--- src/rtl/alu_arbiter_if.sv ---
// Request/response bundle between the two ALU requesters and alu_arbiter.
// Bit i of each 2-bit vector belongs to requester i.
interface alu_arbiter_if #(
  parameter int DATA_W = 32,
  parameter int CTRL_W = 4
);
  logic [1:0]        ReqValid;
  logic [1:0]        ReqReady;
  logic [DATA_W-1:0] ReqA0;
  logic [DATA_W-1:0] ReqB0;
  logic [DATA_W-1:0] ReqA1;
  logic [DATA_W-1:0] ReqB1;
  logic [CTRL_W-1:0] ReqCtrl0;
  logic [CTRL_W-1:0] ReqCtrl1;
  logic [1:0]        RespValid;
  logic [1:0]        RespReady;
  logic [DATA_W-1:0] RespResult;
  logic              RespZero;
  logic              RespIllegal;

  modport master (
    output ReqValid,
    output ReqA0,
    output ReqB0,
    output ReqA1,
    output ReqB1,
    output ReqCtrl0,
    output ReqCtrl1,
    output RespReady,
    input  ReqReady,
    input  RespValid,
    input  RespResult,
    input  RespZero,
    input  RespIllegal
  );

  modport slave (
    input  ReqValid,
    input  ReqA0,
    input  ReqB0,
    input  ReqA1,
    input  ReqB1,
    input  ReqCtrl0,
    input  ReqCtrl1,
    input  RespReady,
    output ReqReady,
    output RespValid,
    output RespResult,
    output RespZero,
    output RespIllegal
  );
endinterface

--- src/rtl/alu_arbiter.sv ---
// Round-robin sharing of one datapath ALU between two requesters.
// One operation in flight: IDLE grant -> EXEC settle -> RESP handshake.
module alu_arbiter #(
  parameter int DATA_W = 32,
  parameter int CTRL_W = 4,
  parameter int CNT_W  = 16
) (
  input  logic              clk,
  input  logic              rst_n,
  alu_arbiter_if.slave      bus,
  output logic [DATA_W-1:0] AluA,
  output logic [DATA_W-1:0] AluB,
  output logic [CTRL_W-1:0] AluCtrl,
  input  logic [DATA_W-1:0] AluResult,
  input  logic              AluZero,
  output logic              Busy,
  output logic [CNT_W-1:0]  OpCount
);

  typedef enum logic [1:0] {
    S_IDLE,
    S_EXEC,
    S_RESP
  } state_t;

  state_t r_state;
  state_t w_next;

  logic              r_owner;
  logic              r_ptr;
  logic [DATA_W-1:0] r_a;
  logic [DATA_W-1:0] r_b;
  logic [CTRL_W-1:0] r_ctrl;
  logic [DATA_W-1:0] r_res;
  logic              r_zero;
  logic              r_ill;
  logic [CNT_W-1:0]  r_cnt;

  logic              w_gnt;
  logic              w_acc;
  logic              w_done;
  logic [1:0]        w_ready;
  logic [1:0]        w_rvalid;
  logic [DATA_W-1:0] w_a;
  logic [DATA_W-1:0] w_b;
  logic [CTRL_W-1:0] w_ctrl;
  logic              w_ill;

  function automatic logic f_illegal(input logic [CTRL_W-1:0] c);
    logic ill;
    unique case (c)
      CTRL_W'(0), CTRL_W'(1), CTRL_W'(2),
      CTRL_W'(3), CTRL_W'(6), CTRL_W'(7): ill = 1'b0;
      default:                            ill = 1'b1;
    endcase
    return ill;
  endfunction

  always_comb begin
    unique case (bus.ReqValid)
      2'b01:   w_gnt = 1'b0;
      2'b10:   w_gnt = 1'b1;
      default: w_gnt = r_ptr;
    endcase
  end

  assign w_a    = w_gnt ? bus.ReqA1    : bus.ReqA0;
  assign w_b    = w_gnt ? bus.ReqB1    : bus.ReqB0;
  assign w_ctrl = w_gnt ? bus.ReqCtrl1 : bus.ReqCtrl0;
  assign w_ill  = f_illegal(r_ctrl);

  always_ff @(posedge clk or negedge rst_n) begin
    if (!rst_n) begin
      r_state <= S_IDLE;
    end else begin
      r_state <= w_next;
    end
  end

  always_comb begin
    w_next   = r_state;
    w_ready  = 2'b00;
    w_rvalid = 2'b00;
    w_acc    = 1'b0;
    w_done   = 1'b0;
    unique case (r_state)
      S_IDLE: begin
        if (|bus.ReqValid) begin
          w_ready[w_gnt] = 1'b1;
          w_acc          = 1'b1;
          w_next         = S_EXEC;
        end
      end
      S_EXEC: begin
        w_next = S_RESP;
      end
      S_RESP: begin
        w_rvalid[r_owner] = 1'b1;
        if (bus.RespReady[r_owner]) begin
          w_done = 1'b1;
          w_next = S_IDLE;
        end
      end
      default: begin
        w_next = S_IDLE;
      end
    endcase
  end

  always_ff @(posedge clk or negedge rst_n) begin
    if (!rst_n) begin
      r_owner <= 1'b0;
      r_ptr   <= 1'b0;
      r_a     <= '0;
      r_b     <= '0;
      r_ctrl  <= '0;
      r_res   <= '0;
      r_zero  <= 1'b0;
      r_ill   <= 1'b0;
      r_cnt   <= '0;
    end else begin
      if (w_acc) begin
        r_owner <= w_gnt;
        r_a     <= w_a;
        r_b     <= w_b;
        r_ctrl  <= w_ctrl;
      end
      if (r_state == S_EXEC) begin
        r_res  <= AluResult;
        r_zero <= AluZero;
        r_ill  <= w_ill;
      end
      // pointer moves only on completion, so a grant alone never reorders
      if (w_done) begin
        r_cnt <= r_cnt + CNT_W'(1);
        r_ptr <= ~r_owner;
      end
    end
  end

  assign bus.ReqReady    = w_ready & {2{rst_n}};
  assign bus.RespValid   = w_rvalid;
  assign bus.RespResult  = r_res;
  assign bus.RespZero    = r_zero;
  assign bus.RespIllegal = r_ill;
  assign AluA            = r_a;
  assign AluB            = r_b;
  assign AluCtrl         = r_ctrl;
  assign Busy            = (r_state != S_IDLE);
  assign OpCount         = r_cnt;

endmodule

--- src/flat_wrapper.sv ---
// flat-port wrapper written by rule: the top's interface ports become plain ports
module alu_arbiter_flat 
#(
  parameter int DATA_W = 32,
  parameter int CTRL_W = 4,
  parameter int CNT_W  = 16
)
  (clk, rst_n, AluA, AluB, AluCtrl, AluResult, AluZero, Busy, OpCount, bus_ReqValid, bus_ReqA0, bus_ReqB0, bus_ReqA1, bus_ReqB1, bus_ReqCtrl0, bus_ReqCtrl1, bus_RespReady, bus_ReqReady, bus_RespValid, bus_RespResult, bus_RespZero, bus_RespIllegal);
  alu_arbiter_if #(.DATA_W(DATA_W), .CTRL_W(CTRL_W)) bus_i ();
  input  logic clk;
  input  logic rst_n;
  output logic [DATA_W-1:0] AluA;
  output logic [DATA_W-1:0] AluB;
  output logic [CTRL_W-1:0] AluCtrl;
  input  logic [DATA_W-1:0] AluResult;
  input  logic AluZero;
  output logic Busy;
  output logic [CNT_W-1:0] OpCount;
  input wire logic [$bits(bus_i.ReqValid)-1:0] bus_ReqValid;
  input wire logic [$bits(bus_i.ReqA0)-1:0] bus_ReqA0;
  input wire logic [$bits(bus_i.ReqB0)-1:0] bus_ReqB0;
  input wire logic [$bits(bus_i.ReqA1)-1:0] bus_ReqA1;
  input wire logic [$bits(bus_i.ReqB1)-1:0] bus_ReqB1;
  input wire logic [$bits(bus_i.ReqCtrl0)-1:0] bus_ReqCtrl0;
  input wire logic [$bits(bus_i.ReqCtrl1)-1:0] bus_ReqCtrl1;
  input wire logic [$bits(bus_i.RespReady)-1:0] bus_RespReady;
  output wire logic [$bits(bus_i.ReqReady)-1:0] bus_ReqReady;
  output wire logic [$bits(bus_i.RespValid)-1:0] bus_RespValid;
  output wire logic [$bits(bus_i.RespResult)-1:0] bus_RespResult;
  output wire logic [$bits(bus_i.RespZero)-1:0] bus_RespZero;
  output wire logic [$bits(bus_i.RespIllegal)-1:0] bus_RespIllegal;
  assign bus_i.ReqValid = bus_ReqValid;
  assign bus_i.ReqA0 = bus_ReqA0;
  assign bus_i.ReqB0 = bus_ReqB0;
  assign bus_i.ReqA1 = bus_ReqA1;
  assign bus_i.ReqB1 = bus_ReqB1;
  assign bus_i.ReqCtrl0 = bus_ReqCtrl0;
  assign bus_i.ReqCtrl1 = bus_ReqCtrl1;
  assign bus_i.RespReady = bus_RespReady;
  assign bus_ReqReady = bus_i.ReqReady;
  assign bus_RespValid = bus_i.RespValid;
  assign bus_RespResult = bus_i.RespResult;
  assign bus_RespZero = bus_i.RespZero;
  assign bus_RespIllegal = bus_i.RespIllegal;
  alu_arbiter #(.DATA_W(DATA_W), .CTRL_W(CTRL_W), .CNT_W(CNT_W)) u_core (.clk(clk), .rst_n(rst_n), .bus(bus_i), .AluA(AluA), .AluB(AluB), .AluCtrl(AluCtrl), .AluResult(AluResult), .AluZero(AluZero), .Busy(Busy), .OpCount(OpCount));
endmodule
--- config.mk ---
export PLATFORM = sky130hd
export DESIGN_NAME = alu_arbiter_flat
export DESIGN_NICKNAME = d
export VERILOG_FILES = /design/src/rtl/alu_arbiter_if.sv /design/src/rtl/alu_arbiter.sv /design/src/flat_wrapper.sv
export SDC_FILE = /design/constraint.sdc
export NUM_CORES = 1
export LEC_CHECK = 0
export CAP_MARGIN = 10
export CORE_MARGIN = 2
export CORE_UTILIZATION = 39
export DETAILED_ROUTE_END_ITERATION = 10
export PLACE_DENSITY = 0.81
export SETUP_SLACK_MARGIN = 0.05
export SYNTH_ARGS = -nofsm -noshare
export SYNTH_HDL_FRONTEND = slang
export SYNTH_SLANG_ARGS = --single-unit
--- constraint.sdc ---
create_clock -name clk -period 1.71 [get_ports clk]
set_input_delay 0.2565 -clock clk [delete_from_list [all_inputs] [get_ports clk]]
set_output_delay 0.2565 -clock clk [all_outputs]
set_load 0.1 [all_outputs]
==> results of run 1 <==
==> worst register-to-register path, delay by kind of cell, from the launching register on <==
| family | cells | cell delay [ns] |
|---|---|---|
| mux | 1 | 0.22 |
| compound gates | 2 | 0.25 |
| simple gates | 1 | 0.14 |
| flops | 1 | 0.38 |
| buf+inv | 3 | 0.53 |
==> logic make-up (layout without fill, tap and decap cells) <==
logic type,count (synthesis),in the layout,share of synthesized area
adder cells (fa/ha/maj),4,4,0.00941
AO/OA/AOI/OAI,75,75,0.0706
multiplexers,103,103,0.202
flip-flops,122,122,0.574
XOR/XNOR,15,15,0.0247
AND/OR/NAND/NOR,105,105,0.0906
buffers and inverters,32,378,0.0285
==> metrics by stage <==
| stage | setup WS (ns) | utilization | TNS (ns) | instance area (um2) | hold slack, ns |
|---|---|---|---|---|---|
| 2_1_floorplan | -0.256 | - | -0.381 | 5410 | -0.0391 |
| 3_3_place_gp | -0.450 | 0.755 | -28.18 | 10000 | 0.367 |
| 3_5_place_dp | -0.520 | 0.755 | -34.22 | 10000 | 0.378 |
| 4_1_cts | -0.233 | 0.813 | -0.440 | 10800 | 0.0122 |
| 5_1_grt | -0.276 | 0.818 | -0.689 | 10900 | 0.0512 |
| 6_report | -0.215 | 0.818 | -0.429 | 10900 | 0.0125 |
==> layout make-up <==
cell class	instances	area, um2
tap	176	220
multi-input combinational	302	2220
timing repair buffer	344	4750
sequential	122	3090
inverter	5	18.8
fill	676	2420
clock inverter	2	60.1
clock buffer	27	513
==> metal layers <==
metal / wire length [um] / global-route usage / up-vias
met5: 0 / 0 / -
met3: 1640 / 0.0939 / 41
met4: 589 / 0.113 / 0
met2: 10300 / 0.483 / 230
met1: 6470 / 0.265 / 2347
li1: - / - / 2247
==> path summary, 6_finish.rpt <==
check / from / to
worst max-delay path: u_core.r_state[1] / bus_ReqReady[1]
worst min-delay path: rst_n / u_core.AluB[5]
worst max register to register: u_core.r_ptr / u_core.AluA[15]
worst min register to register: u_core.OpCount[13] / u_core.OpCount[13]
max in group asynchronous: rst_n / u_core.r_state[1]
min in group clk: bus_RespReady[0] / u_core.r_ptr
==> cell usage in the layout (no fill, tap or decap), types with 3 or more instances in the layout <==
master / n
clkdlybuf4s50_1: 171
buf_12: 133
dfrtp_1: 108
nor2_1: 69
a21oi_1: 69
mux2i_1: 66
mux2_2: 34
buf_4: 30
clkbuf_16: 17
xnor2_1: 13
nand2_1: 10
dfrtp_2: 8
dfrtp_4: 6
clkbuf_1: 5
clkbuf_8: 5
inv_1: 4
nor2_4: 4
nand4_1: 4
nand3_1: 4
buf_6: 4
o21ai_0: 3
==> registers in the layout (all words and copies together), names as in the netlist <==
| signal | flops |
|---|---|
| u_core.AluB | 32 |
| u_core.r_state | 2 |
| u_core.r_ptr | 1 |
| u_core.bus.RespResult | 32 |
| u_core.r_owner | 1 |
| u_core.OpCount | 16 |
| u_core.bus.RespIllegal | 1 |
| u_core.bus.RespZero | 1 |
| u_core.AluCtrl | 4 |
| u_core.AluA | 32 |
==> what timing repair did <==
item	CTS	global route
gates cloned	2	0
setup buffers	8	5
endpoints found under the setup margin	71	18
pin swaps	8	10
resized for setup	15	7
hold buffers	1	0
endpoints found under the hold margin	30	0
==> results.json, run 1 <==
{
  "status": "finished, violations left",
  "violations": "negative setup slack",
  "synth.top_cell.area_share": 0.574,
  "worst_r2r_path_depth": 7,
  "synth-edff-count": 0,
  "viasPerCell": 4.97,
  "antenna_found_initial": 0,
  "yosys-top-cells-area": "dfrtp_1 57%, mux2i_1 13%, mux2_2 7.2%",
  "hold_violations": 0,
  "instances_no_fill": 978,
  "timing.fmax_mhz": 519,
  "worstPathArrival_ns": 1.67,
  "drtPass1Iterations": 4,
  "ys_seq_elements": 122,
  "synthTopCellsByCount": "122 x dfrtp_1, 72 x a21oi_1, 72 x nor2_1",
  "clk_pin_slew_worst_paths_ns": 0.06,
  "synth.most_common_cell": "dfrtp_1",
  "dp_hpwl_mm": 14.3,
  "h-tree-depth": 4,
  "root_buffer": "clkbuf_16",
  "drt-total-wl_mm": 19.0,
  "r2r_slack_ns": 0.07,
  "syn_area_per_cell_um2": 11.7,
  "critPathKind": "reg -> out",
  "antenna_cells": 0,
  "io_buffer_count": 297,
  "design.die.area_mm2": 0.0146,
  "ys_seq_area_frac": 0.574,
  "crit_fanout": 3,
  "synth_cells": 456,
  "place_congestion": 0.808,
  "cts_buffers": 17,
  "start_kind": "flop",
  "clk_latency_ns": 0.41,
  "fin_nets": 971,
  "cts_tree": "done",
  "wl_per_cell_um": 19.5,
  "cp_top_family": "simple AND/OR/NAND/NOR gates",
  "syn2layout_area_growth_pct": 105,
  "relSlewSlack": 0.550,
  "drc": 0,
  "drv_slew": 0,
  "path_buf_inv": 2,
  "floorplan.initialDensity": 0.400,
  "period_needed_ns": 1.93,
  "hold_path.class": "in -> async",
  "setup.worst_path.end_class": "primary output",
  "max_cap_violations": 0,
  "synth_ff_type": "dfrtp_1",
  "vias": 4865,
  "fin_crit_sh": 1.13,
  "overflow": 0,
  "cpPeakStageDelay_ns": 0.37,
  "grt_pass1_wl_mm": 28.7,
  "synth_fp_nets": 635,
  "antenna_left": 0,
  "worstMarginPinSlew_ns": 0.656,
  "setup_viol": 5,
  "layout-drive-gt1-share": 0.328,
  "grt_pass1_vias": 5336,
  "coreArea_mm2": 0.0133,
  "worstPathRequired_ns": 1.45,
  "finClkSkew_ns": 0.00869,
  "setup_slack_ns": -0.215,
  "ioPinCount": 298,
  "yosys.area.top_type": "dfrtp_1",
  "cp.depth": 6,
  "ys_async_sr_fraction": 1.00,
  "place_inst": 933,
  "critical_path.slowest_cell": "dfrtp_1",
  "die_w_um": 121,
  "grt_max_degree": 44,
  "drt-initial-drc-count": 252,
  "clkSinkCount": 122,
  "die_y_um": 121,
  "grt_usage": 0.262,
  "cts_buffer_depth": 2,
  "rsz0062_at_grt": "true",
  "synth.cell_area_mm2": 0.00532,
  "synth_cell_types": 25,
  "path_cells": "or2_4, nor2_4, buf_12, nand2_4, nor2_4, buf_12",
  "rows": 42,
  "yosysWarnings": 0
}
Power of run 1 is left out: the tool's default activity adds up to more than one toggle a clock period on the data nets, which glitch-free logic cannot reach.
==> inputs of run 2 (changes only) <==
--- a/config.mk
+++ b/config.mk
@@ -7,9 +7,12 @@
 export LEC_CHECK = 0
 export CAP_MARGIN = 10
 export CORE_MARGIN = 2
-export CORE_UTILIZATION = 39
+export CORE_UTILIZATION = 40
+export CTS_BUF_LIST = sky130_fd_sc_hd__clkbuf_4 sky130_fd_sc_hd__clkbuf_8
+export CTS_CLUSTER_DIAMETER = 100
 export DETAILED_ROUTE_END_ITERATION = 10
-export PLACE_DENSITY = 0.81
+export GPL_TIMING_DRIVEN = 0
+export PLACE_DENSITY = 0.83
 export SETUP_SLACK_MARGIN = 0.05
 export SYNTH_ARGS = -nofsm -noshare
 export SYNTH_HDL_FRONTEND = slang
==> run 2 against run 1 <==
The run ends with negative hold slack, negative setup slack left. Worst hold slack got worse by 0.22 ns. Clock skew decreased by 0.00070 ns. Critical path depth rose by 1. Critical endpoint unchanged. Non-clock buffer count down 8. Maximum frequency fell by 5.3%. First-iteration DRC count down 24%. Clock-buffer cell count decreased by 4. Design area decreased by 16%. Sequential cell count stayed put. Sequential share of layout area is 5.2 points higher. Routed wire length decreased by 11%.
==> results.json, run 2 (synthesis gave the netlist of run 1 again) <==
{
  "status": "finished, violations left",
  "violations": "negative hold slack, negative setup slack",
  "worstMarginPinSlew_ns": 0.578,
  "drt-initial-drc-count": 192,
  "start_kind": "flop",
  "worstPathRequired_ns": 1.45,
  "design.die.area_mm2": 0.0142,
  "syn2layout_area_growth_pct": 72.8,
  "hold_violations": 60,
  "ioPinCount": 298,
  "layout-drive-gt1-share": 0.335,
  "critPathKind": "reg -> out",
  "grt_pass1_wl_mm": 25.7,
  "tns_ns": -0.733,
  "rsz0062_at_grt": "true",
  "dp_hpwl_mm": 12.7,
  "postLayoutCoreUtil": 0.702,
  "overflow": 0,
  "timing.fmax_mhz": 492,
  "rows": 42,
  "n_fill_cell": 922,
  "io_buffer_count": 297,
  "antenna_cells": 0,
  "timing.hold.ws_ns": -0.209,
  "antenna_found_initial": 0,
  "grt_usage": 0.234,
  "stdcell_area_mm2": 0.00919,
  "viasPerCell": 4.95,
  "finClkSkew_ns": 0.00800,
  "final_common_cell": "clkdlybuf4s50_1",
  "drc": 0,
  "setup_slack_ns": -0.324,
  "cts_buffers": 17,
  "grt_max_degree": 65,
  "placed_area_mm2": 0.00863,
  "clk_pin_slew_worst_paths_ns": 0.06,
  "layout.cells.most_common_list": "171 x clkdlybuf4s50_1, 107 x dfrtp_1, 70 x a21oi_1",
  "clkSinkCount": 122,
  "die_y_um": 119,
  "h-tree-depth": 4,
  "drt-total-wl_mm": 16.9,
  "max_cap_violations": 0,
  "hold_path.class": "in -> async",
  "fin_nets": 963,
  "cts_buffer_depth": 2,
  "floorplan.initialDensity": 0.406,
  "setup_viol": 4,
  "worstPathArrival_ns": 1.78,
  "vias": 4810,
  "period_needed_ns": 2.03,
  "grt_pass1_vias": 5132,
  "crit_fanout": 7,
  "relSlewSlack": 0.615,
  "wl_per_cell_um": 17.4,
  "post-place-ws_ns": -1.68,
  "place_congestion": 0.855,
  "root_buffer": "clkbuf_8",
  "drtPass1Iterations": 4,
  "coreArea_mm2": 0.0131,
  "fin_crit_sh": 1.19,
  "drv_slew": 0,
  "cts_tree": "done",
  "setup.worst_path.end_class": "primary output",
  "clk_latency_ns": 0.44,
  "die_w_um": 119,
  "antenna_left": 0
}
[run 2: per-stage QoR]
stage,hold slack (ns),cells
after floorplan,-0.0391,456
after global placement,0.463,929
after detailed placement,0.267,930
after CTS,-0.216,963
after global routing,-0.189,972
final,-0.209,972
[run 2: final cells by class]
| class | instances | area, um2 | share of cell area |
|---|---|---|---|
| plain buffers | 25 | 223 | 0.0242 |
| clock buffers | 23 | 298 | 0.0324 |
| clock inverters | 8 | 118 | 0.0128 |
| inverters | 5 | 18.8 | 0.00204 |
| multi-input cells | 302 | 2240 | 0.244 |
| flip-flops and latches | 122 | 3090 | 0.336 |
| well taps | 176 | 220 | 0.0240 |
| repair buffers | 311 | 2980 | 0.325 |
[run 2: critical path, stage by stage (launching register included)]
cell	delay, ns
dfrtp_1	0.39
or2_4	0.27
nor2_4	0.12
buf_8	0.14
buf_8	0.10
nand2_4	0.04
nor2_4	0.10
buf_12	0.18
[run 2: path summary, 6_finish.rpt]
check,slack [ns],start,depth (start not counted),to
hold / removal,-0.21,rst_n,1,u_core.AluA[12]
min in group clk,0.43,bus_ReqValid[0],5,u_core.r_owner
hold reg to reg,0.48,u_core.OpCount[9],1,u_core.OpCount[9]
setup reg to reg,0.08,u_core.r_state[1],3,u_core.bus.RespResult[17]
max in group asynchronous,1.19,rst_n,2,u_core.r_owner
setup / recovery,-0.32,u_core.r_state[0],7,bus_ReqReady[1]
[run 2: what timing repair did]
item / 4_1_cts / 5_1_grt
setup buffers: 4 / 8
gates resized for setup: 469 / 102
endpoints found under the hold margin: 60 / 60
pin swaps: 2 / 8
endpoints found under the setup margin: 227 / 170
cloned: 0 / 1
[run 2: layer usage]
layer / track usage / share of wire / wire length [um] / vias up
li1: - / - / - / 2234
met1: 0.240 / 0.35 / 5970 / 2305
met2: 0.421 / 0.53 / 8870 / 239
met3: 0.0953 / 0.095 / 1610 / 32
met4: 0.0930 / 0.026 / 444 / 0
met5: 0 / 0 / 0 / -
Power of run 2 is left out for the same reason.
==> inputs of run 3 (changes only) <==
--- a/config.mk
+++ b/config.mk
@@ -13,6 +13,7 @@
 export DETAILED_ROUTE_END_ITERATION = 10
 export GPL_TIMING_DRIVEN = 0
 export PLACE_DENSITY = 0.83
+export REMOVE_ABC_BUFFERS = 1
 export SETUP_SLACK_MARGIN = 0.05
 export SYNTH_ARGS = -nofsm -noshare
 export SYNTH_HDL_FRONTEND = slang
==> run 3 against run 2 <==
The run still ends with negative hold slack, negative setup slack left. First-iteration DRC count down 3.6%. Worst setup slack better by 0.030 ns. Worst hold slack worse by 0.10 ns. Highest routed layer unchanged. Die area unchanged. Global-route usage up 1.9 points.
==> results.json, run 3 (synthesis gave the netlist of run 1 again) <==
{
  "status": "finished, violations left",
  "ff_latch_area_mm2": 0.00306,
  "wl_per_cell_um": 18.5,
  "cts_tree": "done",
  "fin_crit_sh": 1.17,
  "cts_buffers": 17,
  "grt-busiest-layer": "met2",
  "die_w_um": 119,
  "drc": 0,
  "stdcell_area_mm2": 0.00957,
  "root_buffer": "clkbuf_8",
  "antenna_found_initial": 0,
  "n_fill_cell": 878,
  "setup_slack_ns": -0.295,
  "clkSinkCount": 122,
  "multi_input_area_mm2": 0.00222,
  "layout.cells.most_common_list": "171 x clkdlybuf4s50_1, 120 x dfrtp_1, 77 x clkdlybuf4s15_2",
  "grt_pass1_vias": 5283,
  "start_kind": "flop",
  "antenna_left": 0,
  "overflow": 0,
  "clk_latency_ns": 0.43,
  "timing.fmax_mhz": 499,
  "timing.hold.ws_ns": -0.311,
  "viasPerCell": 5.04,
  "path_cells": "or2_4, nor2_4, buf_12, nand2_4, nor2_4, buf_12",
  "place_congestion": 0.817,
  "final_common_cell": "clkdlybuf4s50_1",
  "layout-drive-gt1-share": 0.308,
  "worstMarginPinSlew_ns": 0.575,
  "hold_violations": 27,
  "design.die.area_mm2": 0.0142,
  "critPathKind": "reg -> out",
  "dp_hpwl_mm": 11.7,
  "postLayoutCoreUtil": 0.731,
  "hold_path.class": "in -> async",
  "finClkSkew_ns": 0.0146,
  "h-tree-depth": 4,
  "syn2layout_area_growth_pct": 79.9,
  "grt_usage": 0.253,
  "cts_buffer_depth": 2,
  "grt_pass1_wl_mm": 27.7,
  "drtPass1Iterations": 4,
  "worst_r2r_path_depth": 7,
  "max_cap_violations": 0,
  "grt.met3_usage": 0.0738,
  "clk_pin_slew_worst_paths_ns": 0.07,
  "placed_area_mm2": 0.00855,
  "antenna_cells": 0,
  "rows": 42,
  "use_met2": 0.459,
  "worstPathRequired_ns": 1.45,
  "critical_path.slowest_cell": "dfrtp_1",
  "setup_viol": 24,
  "relSlewSlack": 0.619,
  "drt-total-wl_mm": 17.9,
  "instances_no_fill": 968,
  "fin_nets": 958,
  "io_buffer_count": 297,
  "grt_max_degree": 98,
  "ioPinCount": 298,
  "drt-initial-drc-count": 185,
  "setup.worst_path.end_class": "primary output",
  "crit_fanout": 4,
  "worstPathArrival_ns": 1.75,
  "die_y_um": 119,
  "place_inst": 909,
  "period_needed_ns": 2.00,
  "vias": 4877,
  "rsz0062_at_grt": "true",
  "coreArea_mm2": 0.0131,
  "cpPeakStageDelay_ns": 0.39,
  "floorplan.initialDensity": 0.406,
  "violations": "negative hold slack, negative setup slack",
  "drv_slew": 0,
  "use_met1": 0.265
}
-- run 3: cell count changes in the layout (fill, tap and decap cells not counted), sizes merged --
| cell | delta |
|---|---|
| dlygate4sd2 | +1 |
| clkbuf | -8 |
| clkdlybuf4s15 | +41 |
| dlymetal6s2s | -1 |
| clkinvlp | +1 |
| bufinv | +3 |
| clkdlybuf4s18 | -20 |
| bufbuf | +6 |
| buf | -27 |
-- run 3: final cells by class --
cell class,instances,share of cell area
clock buffers,20,0.0281
clock inverters,12,0.0229
inverters,5,0.00196
multi-input cells,302,0.232
flip-flops and latches,122,0.319
well taps,176,0.0230
repair buffers,331,0.373
-- run 3: stage by stage --
stage,setup WS [ns],setup TNS (ns)
2_1_floorplan,-6.38,-327.49
3_3_place_gp,-6.81,-993.09
3_5_place_dp,-1.49,-48.08
4_1_cts,-0.269,-1.26
5_1_grt,-0.361,-3.60
6_report,-0.295,-2.19
-- run 3: worst max-delay path, delay by kind of cell, from the launching register on --
| kind | cells | cell delay [ns] |
|---|---|---|
| and+or+nand+nor | 4 | 0.63 |
| DFF | 1 | 0.39 |
| buffers and inverters | 2 | 0.31 |
-- run 3: worst paths after layout --
check | from | to | slack [ns]
min in group clk | AluResult[12] | u_core.bus.RespResult[12] | 0.44
min | rst_n | u_core.OpCount[15] | -0.31
max in group asynchronous | rst_n | u_core.AluB[7] | 1.20
max reg2reg | u_core.r_state[1] | u_core.AluB[28] | -0.09
min reg2reg | u_core.OpCount[15] | u_core.OpCount[15] | 0.49
max | u_core.r_state[1] | bus_ReqReady[1] | -0.29
-- run 3: layer usage --
| metal | wire length [um] | up-vias | part of all wire |
|---|---|---|---|
| met5 | 0 | - | 0 |
| met4 | 621 | 0 | 0.035 |
| met3 | 1350 | 49 | 0.075 |
| met2 | 9600 | 234 | 0.54 |
| met1 | 6350 | 2371 | 0.35 |
| li1 | - | 2223 | - |
-- run 3: repair_timing --
action / in CTS / in global routing
endpoints found under the setup margin: 191 / 81
resized for setup: 463 / 29
gates cloned: 8 / 0
setup buffers: 15 / 6
endpoints found under the hold margin: 27 / 27
pin swaps: 5 / 7
Power of run 3 is left out for the same reason.
